[src/rtl/uart_pkg.sv]
// Shared types and constants for the parametrised UART transmitter.
package uart_pkg;

  typedef enum logic [2:0] {
    ST_IDLE,
    ST_START,
    ST_DATA,
    ST_PARITY,
    ST_STOP1,
    ST_STOP2
  } tx_state_t;

  localparam int DATA_BITS_MIN = 5;

  localparam logic [1:0] PAR_NONE = 2'd0;
  localparam logic [1:0] PAR_EVEN = 2'd1;
  localparam logic [1:0] PAR_ODD  = 2'd2;

  // Collapse the two parity control inputs into one latched frame-config field.
  function automatic logic [1:0] parity_mode(input logic en, input logic odd);
    if (!en) return PAR_NONE;
    return odd ? PAR_ODD : PAR_EVEN;
  endfunction

endpackage

[src/rtl/uart_tx_fifo.sv]
// Register-array TX FIFO with occupancy count, full/empty flags and an
// overflow pulse for writes dropped while full.
module uart_tx_fifo
  import uart_pkg::*;
#(
  parameter int WIDTH = 9,
  parameter int DEPTH = 16,
  parameter int CNT_W = $clog2(DEPTH) + 1
) (
  input  logic             clk,
  input  logic             reset,
  input  logic             push,
  input  logic             pop,
  input  logic [WIDTH-1:0] wr_data,
  output logic [WIDTH-1:0] rd_data,
  output logic             full,
  output logic             empty,
  output logic [CNT_W-1:0] count,
  output logic             overflow
);

  localparam int AW = $clog2(DEPTH);

  logic [WIDTH-1:0] mem [DEPTH];
  logic [AW-1:0]    wr_ptr;
  logic [AW-1:0]    rd_ptr;
  logic             do_push;
  logic             do_pop;

  assign full    = (count == CNT_W'(DEPTH));
  assign empty   = (count == '0);
  assign do_pop  = pop && !empty;
  // A pop in the same cycle frees a slot, so a full FIFO still accepts the push.
  assign do_push = push && (!full || do_pop);
  assign rd_data = mem[rd_ptr];

  // Storage array: data only, never reset.
  always_ff @(posedge clk) begin
    if (do_push) mem[wr_ptr] <= wr_data;
  end

  // Pointers, occupancy and overflow pulse.
  always_ff @(posedge clk or posedge reset) begin
    if (reset) begin
      wr_ptr   <= '0;
      rd_ptr   <= '0;
      count    <= '0;
      overflow <= 1'b0;
    end else begin
      overflow <= push && !do_push;
      if (do_push) wr_ptr <= wr_ptr + AW'(1);
      if (do_pop)  rd_ptr <= rd_ptr + AW'(1);
      case ({do_push, do_pop})
        2'b10:   count <= count + CNT_W'(1);
        2'b01:   count <= count - CNT_W'(1);
        default: count <= count;
      endcase
    end
  end

endmodule

[src/rtl/uart_tx_param.sv]
// Parametrised UART transmitter: TX FIFO plus framing FSM with run-time
// data width (5..DATA_W_MAX), parity mode and stop-bit count.
// Optional feature: define UART_TX_BREAK_EN to add the send_break input,
// which forces the line low and holds the FSM idle once the frame completes.
module uart_tx_param
  import uart_pkg::*;
#(
  parameter int DATA_W_MAX = 9,
  parameter int FIFO_DEPTH = 16,
  parameter int CNT_W      = $clog2(FIFO_DEPTH) + 1
) (
  input  logic                  clk,
  input  logic                  reset,
  input  logic                  bit_tick,
  input  logic                  wr_en,
  input  logic [DATA_W_MAX-1:0] wr_data,
  input  logic [3:0]            data_bits,
  input  logic                  parity_en,
  input  logic                  parity_odd,
  input  logic                  two_stop,
`ifdef UART_TX_BREAK_EN
  input  logic                  send_break,
`endif
  output logic                  txd,
  output logic                  tx_busy,
  output logic                  fifo_full,
  output logic                  fifo_empty,
  output logic [CNT_W-1:0]      fifo_count,
  output logic                  overflow
);

  tx_state_t             state;
  logic [DATA_W_MAX-1:0] shreg;
  logic [DATA_W_MAX-1:0] head;
  logic [3:0]            bit_cnt;
  logic [3:0]            cfg_bits;
  logic [1:0]            cfg_par;
  logic                  cfg_two_stop;
  logic                  acc;
  logic                  txd_q;
  logic                  pop;
  logic                  hold_idle;
  logic                  par_bit;

  // Clamp the requested word length into the supported range.
  function automatic logic [3:0] clamp_bits(input logic [3:0] b);
    if (b < 4'(DATA_BITS_MIN)) return 4'(DATA_BITS_MIN);
    if (b > 4'(DATA_W_MAX))    return 4'(DATA_W_MAX);
    return b;
  endfunction

`ifdef UART_TX_BREAK_EN
  assign hold_idle = send_break;
  assign txd       = txd_q & ~send_break;
  assign tx_busy   = (state != ST_IDLE) | send_break;
`else
  assign hold_idle = 1'b0;
  assign txd       = txd_q;
  assign tx_busy   = (state != ST_IDLE);
`endif

  // A new frame is only started on a bit boundary from IDLE.
  assign pop = bit_tick && (state == ST_IDLE) && !fifo_empty && !hold_idle;

  // Parity over all data bits including the one being sent on this tick.
  assign par_bit = acc ^ shreg[0] ^ (cfg_par == PAR_ODD);

  uart_tx_fifo #(
    .WIDTH (DATA_W_MAX),
    .DEPTH (FIFO_DEPTH),
    .CNT_W (CNT_W)
  ) u_fifo (
    .clk      (clk),
    .reset    (reset),
    .push     (wr_en),
    .pop      (pop),
    .wr_data  (wr_data),
    .rd_data  (head),
    .full     (fifo_full),
    .empty    (fifo_empty),
    .count    (fifo_count),
    .overflow (overflow)
  );

  // Framing FSM: state, frame config, shift register, parity and txd register.
  always_ff @(posedge clk or posedge reset) begin
    if (reset) begin
      state        <= ST_IDLE;
      txd_q        <= 1'b1;
      acc          <= 1'b0;
      bit_cnt      <= '0;
      cfg_bits     <= 4'(DATA_BITS_MIN);
      cfg_par      <= PAR_NONE;
      cfg_two_stop <= 1'b0;
    end else if (bit_tick) begin
      case (state)
        ST_IDLE: begin
          if (pop) begin
            shreg        <= head;
            cfg_bits     <= clamp_bits(data_bits);
            cfg_par      <= parity_mode(parity_en, parity_odd);
            cfg_two_stop <= two_stop;
            bit_cnt      <= '0;
            acc          <= 1'b0;
            state        <= ST_START;
            txd_q        <= 1'b0;
          end else begin
            txd_q <= 1'b1;
          end
        end
        ST_START: begin
          state <= ST_DATA;
          txd_q <= shreg[0];
        end
        ST_DATA: begin
          acc     <= acc ^ shreg[0];
          bit_cnt <= bit_cnt + 4'd1;
          if (bit_cnt == cfg_bits - 4'd1) begin
            if (cfg_par != PAR_NONE) begin
              state <= ST_PARITY;
              txd_q <= par_bit;
            end else begin
              state <= ST_STOP1;
              txd_q <= 1'b1;
            end
          end else begin
            shreg <= shreg >> 1;
            txd_q <= shreg[1];
          end
        end
        ST_PARITY: begin
          state <= ST_STOP1;
          txd_q <= 1'b1;
        end
        ST_STOP1: begin
          state <= cfg_two_stop ? ST_STOP2 : ST_IDLE;
          txd_q <= 1'b1;
        end
        ST_STOP2: begin
          state <= ST_IDLE;
          txd_q <= 1'b1;
        end
        default: begin
          state <= ST_IDLE;
          txd_q <= 1'b1;
        end
      endcase
    end
  end

endmodule

[config.mk]
export PLATFORM = sky130hd
export DESIGN_NAME = uart_tx_param
export DESIGN_NICKNAME = d
export VERILOG_FILES = /design/src/rtl/uart_pkg.sv /design/src/rtl/uart_tx_fifo.sv /design/src/rtl/uart_tx_param.sv
export SDC_FILE = /design/constraint.sdc
export NUM_CORES = 1
export LEC_CHECK = 0
export ABC_AREA = 1
export BUFFER_PORTS_ARGS = -buffer_cell sky130_fd_sc_hd__clkbuf_2
export CORE_MARGIN = 2
export CORE_UTILIZATION = 60
export DETAILED_ROUTE_END_ITERATION = 6
export PLACE_DENSITY = 0.74
export SLEW_MARGIN = 25
export SYNTH_ARGS = -nofsm -noshare
export SYNTH_HDL_FRONTEND = slang
export SYNTH_SLANG_ARGS = --single-unit
[constraint.sdc]
create_clock -name clk -period 7.6 [get_ports clk]
set_clock_uncertainty 0.15 [all_clocks]
set_input_delay 1.52 -clock clk [delete_from_list [all_inputs] [get_ports clk]]
set_output_delay 1.52 -clock clk [all_outputs]
set_load 0.02 [all_outputs]
Word-level counts from Yosys, hierarchy flattened
Memory sizes are Yosys's and may differ from the RTL's.
Index checks and enable logic that the tools add are counted.
- register bits: 39
- RAM bits: 144
- input port bits: 20
- output and inout bits: 10
- memories: 1
- memory list (memory ; words ; width ; rd ports ; clocked after Yosys merged registers in ; write ports ; RTL line ; RTL):
    u_fifo.mem ; 16 ; 9 ; 1 ; 0 ; 1 ; uart_tx_fifo.sv:24 ; logic [WIDTH-1:0] mem [DEPTH];
- add/subtract/negate cells: 6
- order comparisons: 2
- equality and inequality tests: 12
- mux-type cells: 39
- bitwise logic cells: 3
- reduce and logical (&&, ||, !) cells: 19
- operators by type and width (operator ; count):
    $mux W4 ; 5
    $mux W1 ; 19
    $mux W9 ; 2
    $pmux W9 S2 ; 1
    $pmux W3 S5 ; 1
    $add A4 B1 Y4 const B ; 3
    $mux W3 ; 4
    $pmux W5 S2 ; 1
    $reduce_and A3 Y1 ; 3
    $pmux W4 S2 ; 1
    $eq A3 B2 Y1 const B ; 2
    $mux W2 ; 3
    $reduce_bool A2 Y1 ; 3
    $add A5 B1 Y5 const B ; 1
    $eq A5 B5 Y1 const B ; 1
    $logic_and A1 B1 Y1 ; 5
    $logic_not A5 Y1 ; 1
    $reduce_and A5 Y1 ; 1
    $sub A5 B1 Y5 const B ; 1
    $eq A2 B2 Y1 const B ; 2
    $eq A4 B4 Y1 ; 1
    $gt A4 B4 Y1 const B ; 1
    $lt A4 B3 Y1 const B ; 1
    $ne A2 B2 Y1 const B ; 2
    13 further kinds ; 16

Longest topological paths before layout
Gate-level depths: netlist of run 1.
- word-level depth: 12
- mapped depth: 16
- gate-level depth less buffers: 16

Cells and area by module
From an unflattened synthesis of run 1, not the netlist that was laid out.
- cell total of the unflattened synthesis: 736
- area total of the unflattened synthesis: 8172.8 µm²
- modules (own cells, without submodules) (module ; instances ; cells each ; area an instance (µm²) ; sequential area each (µm²)):
    uart_tx_fifo ; 1 ; 566 ; 6835.3 ; 4674.5
    uart_tx_param ; 1 ; 170 ; 1337.5 ; 674.4

Least setup slack after synthesis of run 1
No wires, ideal clock.
- path type: input-to-reg
- start point: in bit_tick
- end point: reg u_fifo.count[4]
- arrival time: 3.132 ns
- setup slack: 4.190 ns
- cell stages on the path: 15
- cells stage by stage: inv_2 > nor2_4 > inv_2 > nor2_8 > buf_6 > ha_1 > inv_1 > fa_1 > inv_1 > nand2_1 > nand2_1 > a21oi_1 > xor2_1 > nand2_1 > o21ai_0
- word-level cells in the longest chain between the ends: 7
- elaborated cells on any way between the ends: 9
- those cells by class: eq/ne: 2; mux: 1; reduce/logical: 6
- ends and longest elaborated chain (item ; RTL line ; RTL):
    from (decl) ; uart_tx_param.sv:14 ; input logic bit_tick,
    $logic_and A1 B1 Y1 (*) (2 in series) ; uart_tx_param.sv:63 ; assign pop = bit_tick && (state == ST_IDLE) && !fifo_empty && !hold_idle;
    $logic_and A1 B1 Y1 (*) ; uart_tx_fifo.sv:32 ; assign do_pop = pop && !empty;
    via u_fifo.do_pop ; uart_tx_fifo.sv:28 ; logic do_pop;
    $logic_or A1 B1 Y1 ; uart_tx_fifo.sv:34 ; assign do_push = push && (!full || do_pop);
    $logic_and A1 B1 Y1 ; uart_tx_fifo.sv:34 ;
    $eq A2 B1 Y1 or $eq A2 B2 Y1 (tied branches) ; uart_tx_fifo.sv:53 ; case ({do_push, do_pop})
    $pmux W5 S2 or $reduce_bool A2 Y1 (tied branches) ; n/a ;
    to (signal assigned) ; uart_tx_fifo.sv:54 ; 2'b10: count <= count + CNT_W'(1);
    to (signal assigned) ; uart_tx_fifo.sv:55 ; 2'b01: count <= count - CNT_W'(1);
    to (signal assigned) ; uart_tx_fifo.sv:56 ; default: count <= count;
    to (decl) ; uart_tx_fifo.sv:18 ; output logic [CNT_W-1:0] count,
Mark *: on every way through the listed nets, which the timed path passes. The rest lies on a longest branch.
A chain may end at the register's enable or synchronous reset.

Final worst setup path of run 1
- start point: in bit_tick
- end point: reg u_fifo.count[4]
- word-level cells in the longest chain between the ends: 7
- elaborated cells on any way between the ends: 9
- those cells by class: eq/ne: 2; mux: 1; reduce/logical: 6
- ends and longest elaborated chain (item ; RTL line):
    $logic_and A1 B1 Y1 (*) (2 in series) ; uart_tx_param.sv:63
    $logic_and A1 B1 Y1 (*) ; uart_tx_fifo.sv:32
    $logic_or A1 B1 Y1 ; uart_tx_fifo.sv:34
    $logic_and A1 B1 Y1 ; uart_tx_fifo.sv:34
    $eq A2 B1 Y1 or $eq A2 B2 Y1 (tied branches) ; uart_tx_fifo.sv:53
    $pmux W5 S2 or $reduce_bool A2 Y1 (tied branches) ; n/a
Every way passes the cells marked *; elsewhere a longest branch is shown, timed or not.

==> summary.md, run 1 <==
| Metric | Value |
|---|---|
| Cts repair resizes | 0 |
| Outcome | finished, final reports clean |
| Seq/Total Area, Yosys | approximately 66% |
| Slew Viols, Final | 0 |
| First-pass GRT wire length | between 20,000 and 30,000 um |
| Hold Vio Cnt, Final | 0 |
| Crit Path Category | input port to register |
| Power Density | between 300 and 400 nW/um^2 |
| CP arrival | between 3 and 4 ns |
| Cells after synthesis | about 740 |
| Post-synthesis cell type count | 40 |
| Max cap viols | 0 |
| Finished Cell Area | approximately 8900 sq um |
| Total CTS buffers | 17 |
| Die height | approximately 120 um |
| Layout cells sized above 1 | 13.1% |
| Synth Register Bits | between 150 and 200 |
| Post-Syn Area | 8050 sq um |
| Pleak | about 3.4 nW |
| WHS | roughly 0.37 ns |
| Hold-fix buffers, CTS | 0 |
| Final WL | about 17,000 um |
| Initial antenna violation count | 0 |
| Pre-antenna DRT Iters | 5 |
| Placed cell area | just over 8000 sq um |
| DR WL/cell | 18.1 um |
| Pwr Total | ~3.4 mW |
| RSZ-0062 raised after global routing | no |
| Via count | ~5,400 |
| Hpwl dp | 11,000 um |
| Top FF cell, synth | edfxtp_1 |
| Vias per cell | approximately 5.7 |
| CTS sink cnt | between 150 and 200 |
| CP Capture Type | register |
| Worst Min Path Start | cfg_two_stop$_DFFE_PP0P_ |
| Total Nets Final | 792 |
| # port buffers | 29 |
| Critical Path Start | bit_tick |
| Routed Antenna Nets | 0 |
| Final setup viols | 0 |
| Setup tns final | 0 ns |
| Setup WS pre-CTS | about 3.8 ns |
| Root Buffer | clkbuf_16 |
| Setup WS post-layout | approximately 4.2 ns |
| Row count | 42 |
| Slew at the pin closest to its max-slew limit | a little under 0.8 ns |
| Mapped Nets | just under 800 |
| Clk buf depth | 2 |
| HP Class | register to register |
| Vias in the first global route | about 5,300 |
| Pin count of the biggest net entering global routing | 77 |
| Final Critical Period | approximately 3.4 ns |
| Crit path required time | 7.76 ns |
| Chip Width | 120 um |
| Warnings, synthesis | 0 |
| Asr flop ratio synth | 16.4% |
| Maximum vdd drop | roughly 0.25 mV |
| Drt drc | 0 |
| Total grt overflow | 0 |
| Synthesis-to-finish area growth | 10.1% |
| # diodes | 0 |
| # IOs | 30 |
| Routability cong. | 0.911 |
| Clock Pin Slew Worst Setup and Hold Paths | 0.07 ns |
| CTS tree | yes |
| Latest clock arrival within the worst-skew pair | about 0.44 ns |
| Initial Util | just over 60% |
| DRT iter0 DRCs | 706 |
| Worst-path fanout max | 17 |
| CORE AREA | 13,200 sq um |
| Fmax | about 0.30 GHz |
| H-Tree Depth | 4 |
| Period Utilization, post-route | between 40 and 50% |
| Mean Syn Cell Area | around 11 sq um |
| Die area | 14,400 sq um |
| R2R Path Start | state[1]$_DFFE_PP0P_ |
| Startpoint types | input port |
| Buffers inserted by post-CTS timing repair | 0 |
| Slew margin rel. | a little under half |
| Post-synth EDFFs | 153 |
| Global Route Usage Sum | between 20% and 30% |
-- layout make-up --
| type | count | area, sq um |
|---|---|---|
| fill | 981 | 4330 |
| timing repair buffer | 33 | 175 |
| sequential | 183 | 5350 |
| inverter | 50 | 190 |
| multi-input combinational | 475 | 2350 |
| tap | 176 | 220 |
| clock buffer | 17 | 425 |
| clock inverter | 15 | 144 |
-- state kept, by name, summed over array words and instances (netlist names) --
name             count
acc                  1
bit_cnt              4
cfg_bits             4
cfg_par              2
cfg_two_stop         1
shreg                9
state                3
txd                  1
u_fifo.count         5
u_fifo.mem         144
u_fifo.overflow      1
u_fifo.rd_ptr        4
u_fifo.wr_ptr        4
-- power breakdown --
part	internal (mW)	total, mW	switching, mW	leakage, nW
Clock	0.431	0.829	0.398	0.270
Combinational	0.361	1.19	0.826	1.43
Sequential	1.27	1.38	0.111	1.75
Total	2.06	3.40	1.33	3.45
-- path summary, 6_finish.rpt --
path / slack (ns) / depth (start not counted) / endpoint
worst max-delay path: 4.24 / 15 / u_fifo.count[4]$_DFFE_PP0P_
worst min-delay path: 0.37 / 2 / cfg_two_stop$_DFFE_PP0P_
worst max register to register: 4.76 / 15 / u_fifo.count[4]$_DFFE_PP0P_
worst min register to register: 0.37 / 2 / cfg_two_stop$_DFFE_PP0P_
max in group asynchronous: 5.67 / 3 / cfg_bits[0]$_DFFE_PP1P_
min in group asynchronous: 0.94 / 2 / u_fifo.rd_ptr[1]$_DFFE_PP0P_
-- metrics by stage --
step / std cells / util, %
after global routing: 949 / 67.1
after CTS: 949 / 67.1
after floorplan: 738 / -
after global placement: 917 / 62.8
after detailed placement: 917 / 62.8
final: 949 / 67.1
-- synthesized netlist by cell type, drive strengths merged (7+ instances only) --
master    n  share of area, %
xor2      8              0.87
o31ai    10              0.93
dfrtp    27               8.4
edfxtp  153                57
o21ai    24               1.5
nand2   215                10
buf      23               1.7
a21oi    46               2.9
clkbuf    7              0.34
nor2     52               3.0
ha       11               1.7
nand3    88               5.7
inv      50               2.4
-- cell families (layout without fill, tap and decap cells) --
kind of cell / after synthesis / count (layout) / share of synthesized area [%]
flops: 183 / 183 / 66.5
compound gates: 88 / 88 / 6.14
fa+ha+maj: 12 / 12 / 1.96
simple gates: 364 / 364 / 19.9
xor+xnor: 11 / 11 / 1.20
buf+inv: 80 / 115 / 4.37
-- placed cells by master (no fill, tap or decap), types with 2 or more instances in the layout --
cell,netlist,layout
o211ai_1,4,4
a21oi_1,45,45
edfxtp_1,153,153
nor2_4,3,3
nor2_2,2,2
clkinvlp_4,0,3
nor3_1,3,2
inv_2,11,11
nand4_1,3,3
clkbuf_16,0,17
clkinv_4,0,4
inv_1,38,38
clkbuf_2,1,29
nand3_1,85,85
inv_8,0,4
nor2_1,46,46
nand2_2,4,4
nand2_4,3,3
xor2_1,8,8
xnor2_1,3,3
o21ai_1,15,15
dfrtp_1,27,26
dfstp_2,3,3
clkinv_8,0,2
buf_4,6,4
nand3_2,3,3
o31ai_1,10,10
o21ai_0,9,9
nand2_1,208,208
ha_1,11,11
-- worst max-delay path, cell delays in order --
cell and delay, ns:
clkbuf_2 0.15, inv_2 0.07, nor2_4 0.10, inv_2 0.07
nor2_8 0.27, ha_1 0.32, inv_1 0.08, fa_1 0.35
inv_1 0.09, nand2_1 0.07, nand2_1 0.06, a21oi_1 0.08
xor2_1 0.15, nand2_1 0.06, o21ai_0 0.08
-- layer usage --
metal / up-vias / track usage [%] / wire length, um
li1: 2578 / - / -
met5: - / 0 / 0
met1: 2605 / 35.4 / 7250
met2: 226 / 40.8 / 8420
met4: 0 / 8.16 / 267
met3: 25 / 6.65 / 1220
No activity file was read; power rests on OpenSTA's default activity.
==> run 2, diff against run 1 <==
--- a/config.mk
+++ b/config.mk
@@ -5,12 +5,12 @@
 export SDC_FILE = /design/constraint.sdc
 export NUM_CORES = 1
 export LEC_CHECK = 0
-export ABC_AREA = 1
+export ABC_AREA = 0
 export BUFFER_PORTS_ARGS = -buffer_cell sky130_fd_sc_hd__clkbuf_2
 export CORE_MARGIN = 2
-export CORE_UTILIZATION = 60
+export CORE_UTILIZATION = 55
 export DETAILED_ROUTE_END_ITERATION = 6
-export PLACE_DENSITY = 0.74
+export PLACE_DENSITY = 0.71
 export SLEW_MARGIN = 25
 export SYNTH_ARGS = -nofsm -noshare
 export SYNTH_HDL_FRONTEND = slang
==> constraint.sdc (replaced) <==
create_clock -name clk -period 3 [get_ports clk]
set_clock_uncertainty 0.15 [all_clocks]
set_input_delay 0.6 -clock clk [delete_from_list [all_inputs] [get_ports clk]]
set_output_delay 0.6 -clock clk [all_outputs]
set_load 0.02 [all_outputs]
==> run 2 against run 1 <==
Effect of this change:
- global-route usage fell by 5.3 points
- worst hold slack got worse by 0.34 ns
- area after synthesis fell by 4.5%
- synthesized cell count fell by 38%
- design area fell by 0.51%
- register-to-register slack got worse by 4.6 ns
- routed wire length fell by 20%
- critical endpoint unchanged
==> summary.md, run 2 <==
| Metric | Value |
|---|---|
| Switching share of power | 31.3% (-8.0 points) |
| H-Tree Depth | 4 (unchanged) |
| Top cells by area, synth | edfxtp_1 (60%), mux4_2 (10%), dfrtp_1 (8.8%) |
| Register-to-register setup slack | 0.19 ns (-4.57 ns) |
| Max reg flops | 144 (unchanged) |
| Power Density | 961 nW/um^2 (+150%) |
| Slew margin rel. | 54.5% (+7.2 points) |
| Synth top area share | 59.8% (+2.7 points) |
| Die area | 14,900 sq um (+4.1%) |
| Warnings, synthesis | 0 (unchanged) |
| Hold-fix buffers, CTS | 0 (unchanged) |
| Initial antenna violation count | 0 (unchanged) |
| # diodes | 0 (unchanged) |
| Routed Antenna Nets | 0 (unchanged) |
| Final cell count without fillers | 706 (-26%) |
| Hpwl dp | 8980 um (-18%) |
| Vias in the first global route | 4,147 (-22%) |
| Startpoint types | register |
| Clk buf depth | 2 (unchanged) |
| Synthesis-to-finish area growth | 14.6% |
| Biggest register | u_fifo.mem |
| Placed Instances | 674 (-26%) |
| Pre-antenna DRT Iters | 4 (-1) |
| Register area | 5350 sq um (unchanged) |
| Vias per cell | 5.71 (-0.36%) |
| CP Capture Type | register |
| CORE AREA | 13,800 sq um (+4.4%) |
| Maximum vdd drop | 0.670 mV (+170%) |
| HP Class | input port to asynchronous set/reset pin |
| Synth Register Bits | 183 (unchanged) |
| Worst-path fanout max | 6 (-11) |
| First-pass GRT wire length | 21,900 um (-20%) |
| Count leader, synth | edfxtp_1 |
| Total Nets Final | 545 (-31%) |
| NetSw | 2.65 mW (+98%) |
| Mean Syn Cell Area | 16.7 sq um (+54%) |
| Period Utilization, post-route | a little over nine tenths |
| Mapped Nets | 491 (-36%) |
| Post-synth top cells | edfxtp_1 (153), nand2_1 (47), mux4_2 (34) |
| Total CTS buffers | 17 (unchanged) |
| Pwr Total | 8.47 mW (+150%) |
| CP arrival | 3.00 ns (-0.52 ns) |
| Outcome | finished, final reports clean |
| R2R Path Start | u_fifo.count[0]$_DFFE_PP0P_ |
| Crit Path Category | register to register |
| Fmax | around 0.36 GHz |
| Post-Syn Area | 7690 sq um (-4.5%) |
| Slew Viols, Final | 0 (unchanged) |
| Synth area leader | edfxtp_1 |
| Leading cell type in the layout, fill and taps excluded | edfxtp_1 |
| Most frequent cells in the layout | edfxtp_1 (153), nand2_1 (47), mux4_2 (34) |
| Fin util | 64.0% (-3.2 points) |
| Top FF cell, synth | edfxtp_1 |
| Root Buffer | clkbuf_16 |
| Final setup viols | 0 (unchanged) |
| Filler Cells Inserted | 963 (-1.8%) |
| Max cap viols | 0 (unchanged) |
| # port buffers | 29 (unchanged) |
| Cells after synthesis | 459 (-38%) |
| Row count | 43 (+2.4%) |
| Buffers inserted by post-CTS timing repair | 0 (unchanged) |
| Initial Util | 55.8% (-5.2 points) |
| Setup WS pre-CTS | 0.0224 ns (-3.77 ns) |
| Placed cell area | 8190 sq um (-1.2%) |
| Hold Vio Cnt, Final | 0 (unchanged) |
| Post-synthesis cell type count | 49 (+23%) |
| Clock Pin Slew Worst Setup and Hold Paths | 0.06 ns (about the same) |
| R2r worst-path depth | 11 (-4) |
| Latest clock arrival within the worst-skew pair | 0.42 ns (-0.02 ns) |
| Layout cells sized above 1 | 28.1% (+15 points) |
| RSZ-0062 raised after global routing | no |
| Setup tns final | 0 ns (unchanged) |
| Chip Width | 122 um (+2.0%) |
| CTS tree | yes |
| Die height | 122 um (+2.0%) |
| Final WL | 13,800 um (-20%) |
| Drt drc | 0 (unchanged) |
| Setup WS post-layout | 0.190 ns (-4.05 ns) |
| Sequential power share | 42.4% (+1.7 points) |
| Worst flop-to-flop path endpoint | u_fifo.count[4]$_DFFE_PP0P_ |
| WHS | 0.0321 ns (-0.335 ns) |
| Global Route Usage Sum | 20.4% (-5.3 points) |
| Final Critical Period | 2.81 ns |
| Routability cong. | 0.759 (-17%) |
| # IOs | 30 (unchanged) |
| Finished Cell Area | 8810 sq um (-0.51%) |
| Pin count of the biggest net entering global routing | 39 (-49%) |
| Asr flop ratio synth | 16.4% (unchanged) |
| Combinational share of power | 31.0% (-3.9 points) |
| Slew at the pin closest to its max-slew limit | 0.678 ns (-0.109 ns) |
| DRT iter0 DRCs | 362 (-49%) |
| Total grt overflow | 0 (unchanged) |
| Pint | 5.82 mW (+180%) |
| Multi-input gate area | 2180 sq um (-7.2%) |
| Clock group share of total power | 26.6% (+2.2 points) |
| Pleak | 3.15 nW (-8.5%) |
| Crit path required time | 3.19 ns (-4.57 ns) |
| CTS sink cnt | 183 (unchanged) |
| DR WL/cell | 19.5 um (+7.9%) |
| Post-synth EDFFs | 153 (unchanged) |
| Cts repair resizes | 0 (unchanged) |
| Seq/Total Area, Yosys | 69.6% (+3.1 points) |
| Top flop regs | u_fifo.mem x144, shreg x9, u_fifo.count x5 |
| Via count | 4,028 (-26%) |
## run 2: cell type report
class / instances / area share, %
clock buffer: 19 / 4.91
inverter: 17 / 0.724
timing repair buffer: 58 / 4.40
multi-input combinational: 236 / 24.8
sequential: 183 / 60.7
clock inverter: 13 / 1.92
tap: 180 / 2.56
## run 2: kinds of logic after synthesis
kind of cell / share of synthesized area [%]
flops: 69.6
buf+inv: 2.62
mux: 13.6
xor+xnor: 2.12
compound gates: 3.79
simple gates: 6.23
fa+ha+maj: 2.05
## run 2: metal layers
metal  wire (um)  global-route usage (%)  vias up
li1            -                       -     1864
met1        5780                    26.0     2032
met2        6890                    33.0      114
met3         874                    6.88       18
met4         225                    7.18        0
met5           0                       0        -
## run 2: worst max-delay path by stage
stage | from | endpoint | slack (ns)
4_1_cts | cfg_bits[0]$_DFFE_PP1P_ | shreg[7]$_DFFE_PP_ | 0.14
2_1_floorplan | bit_tick | u_fifo.count[4]$_DFFE_PP0P_ | -0.02
3_5_place_dp | bit_tick | u_fifo.count[4]$_DFFE_PP0P_ | 0.02
3_3_place_gp | bit_tick | u_fifo.count[4]$_DFFE_PP0P_ | 0.08
6_report | u_fifo.count[0]$_DFFE_PP0P_ | u_fifo.count[4]$_DFFE_PP0P_ | 0.19
5_1_grt | u_fifo.count[0]$_DFFE_PP0P_ | u_fifo.count[4]$_DFFE_PP0P_ | 0.03
## run 2: worst max-delay path: stages, from the launching register on
cell and delay [ns]:
dfrtp_1 0.47, or4_4 0.62, nor2_4 0.11, or3_4 0.13, inv_2 0.04, ha_4 0.16
ha_1 0.31, nor2b_1 0.14, o21ai_1 0.16, a21oi_1 0.11, nor3_2 0.19, xor2_1 0.15
## run 2: power by group through the flow
stage | logic [mW] | clock network [mW] | registers [mW]
detailed placement | 2.65 | 0 | 3.63
CTS | 2.66 | 2.29 | 3.58
floorplan | 2.03 | 0 | 3.50
global route | 2.91 | 2.38 | 3.65
finish | 2.62 | 2.25 | 3.59
global placement | 2.59 | 0 | 3.61
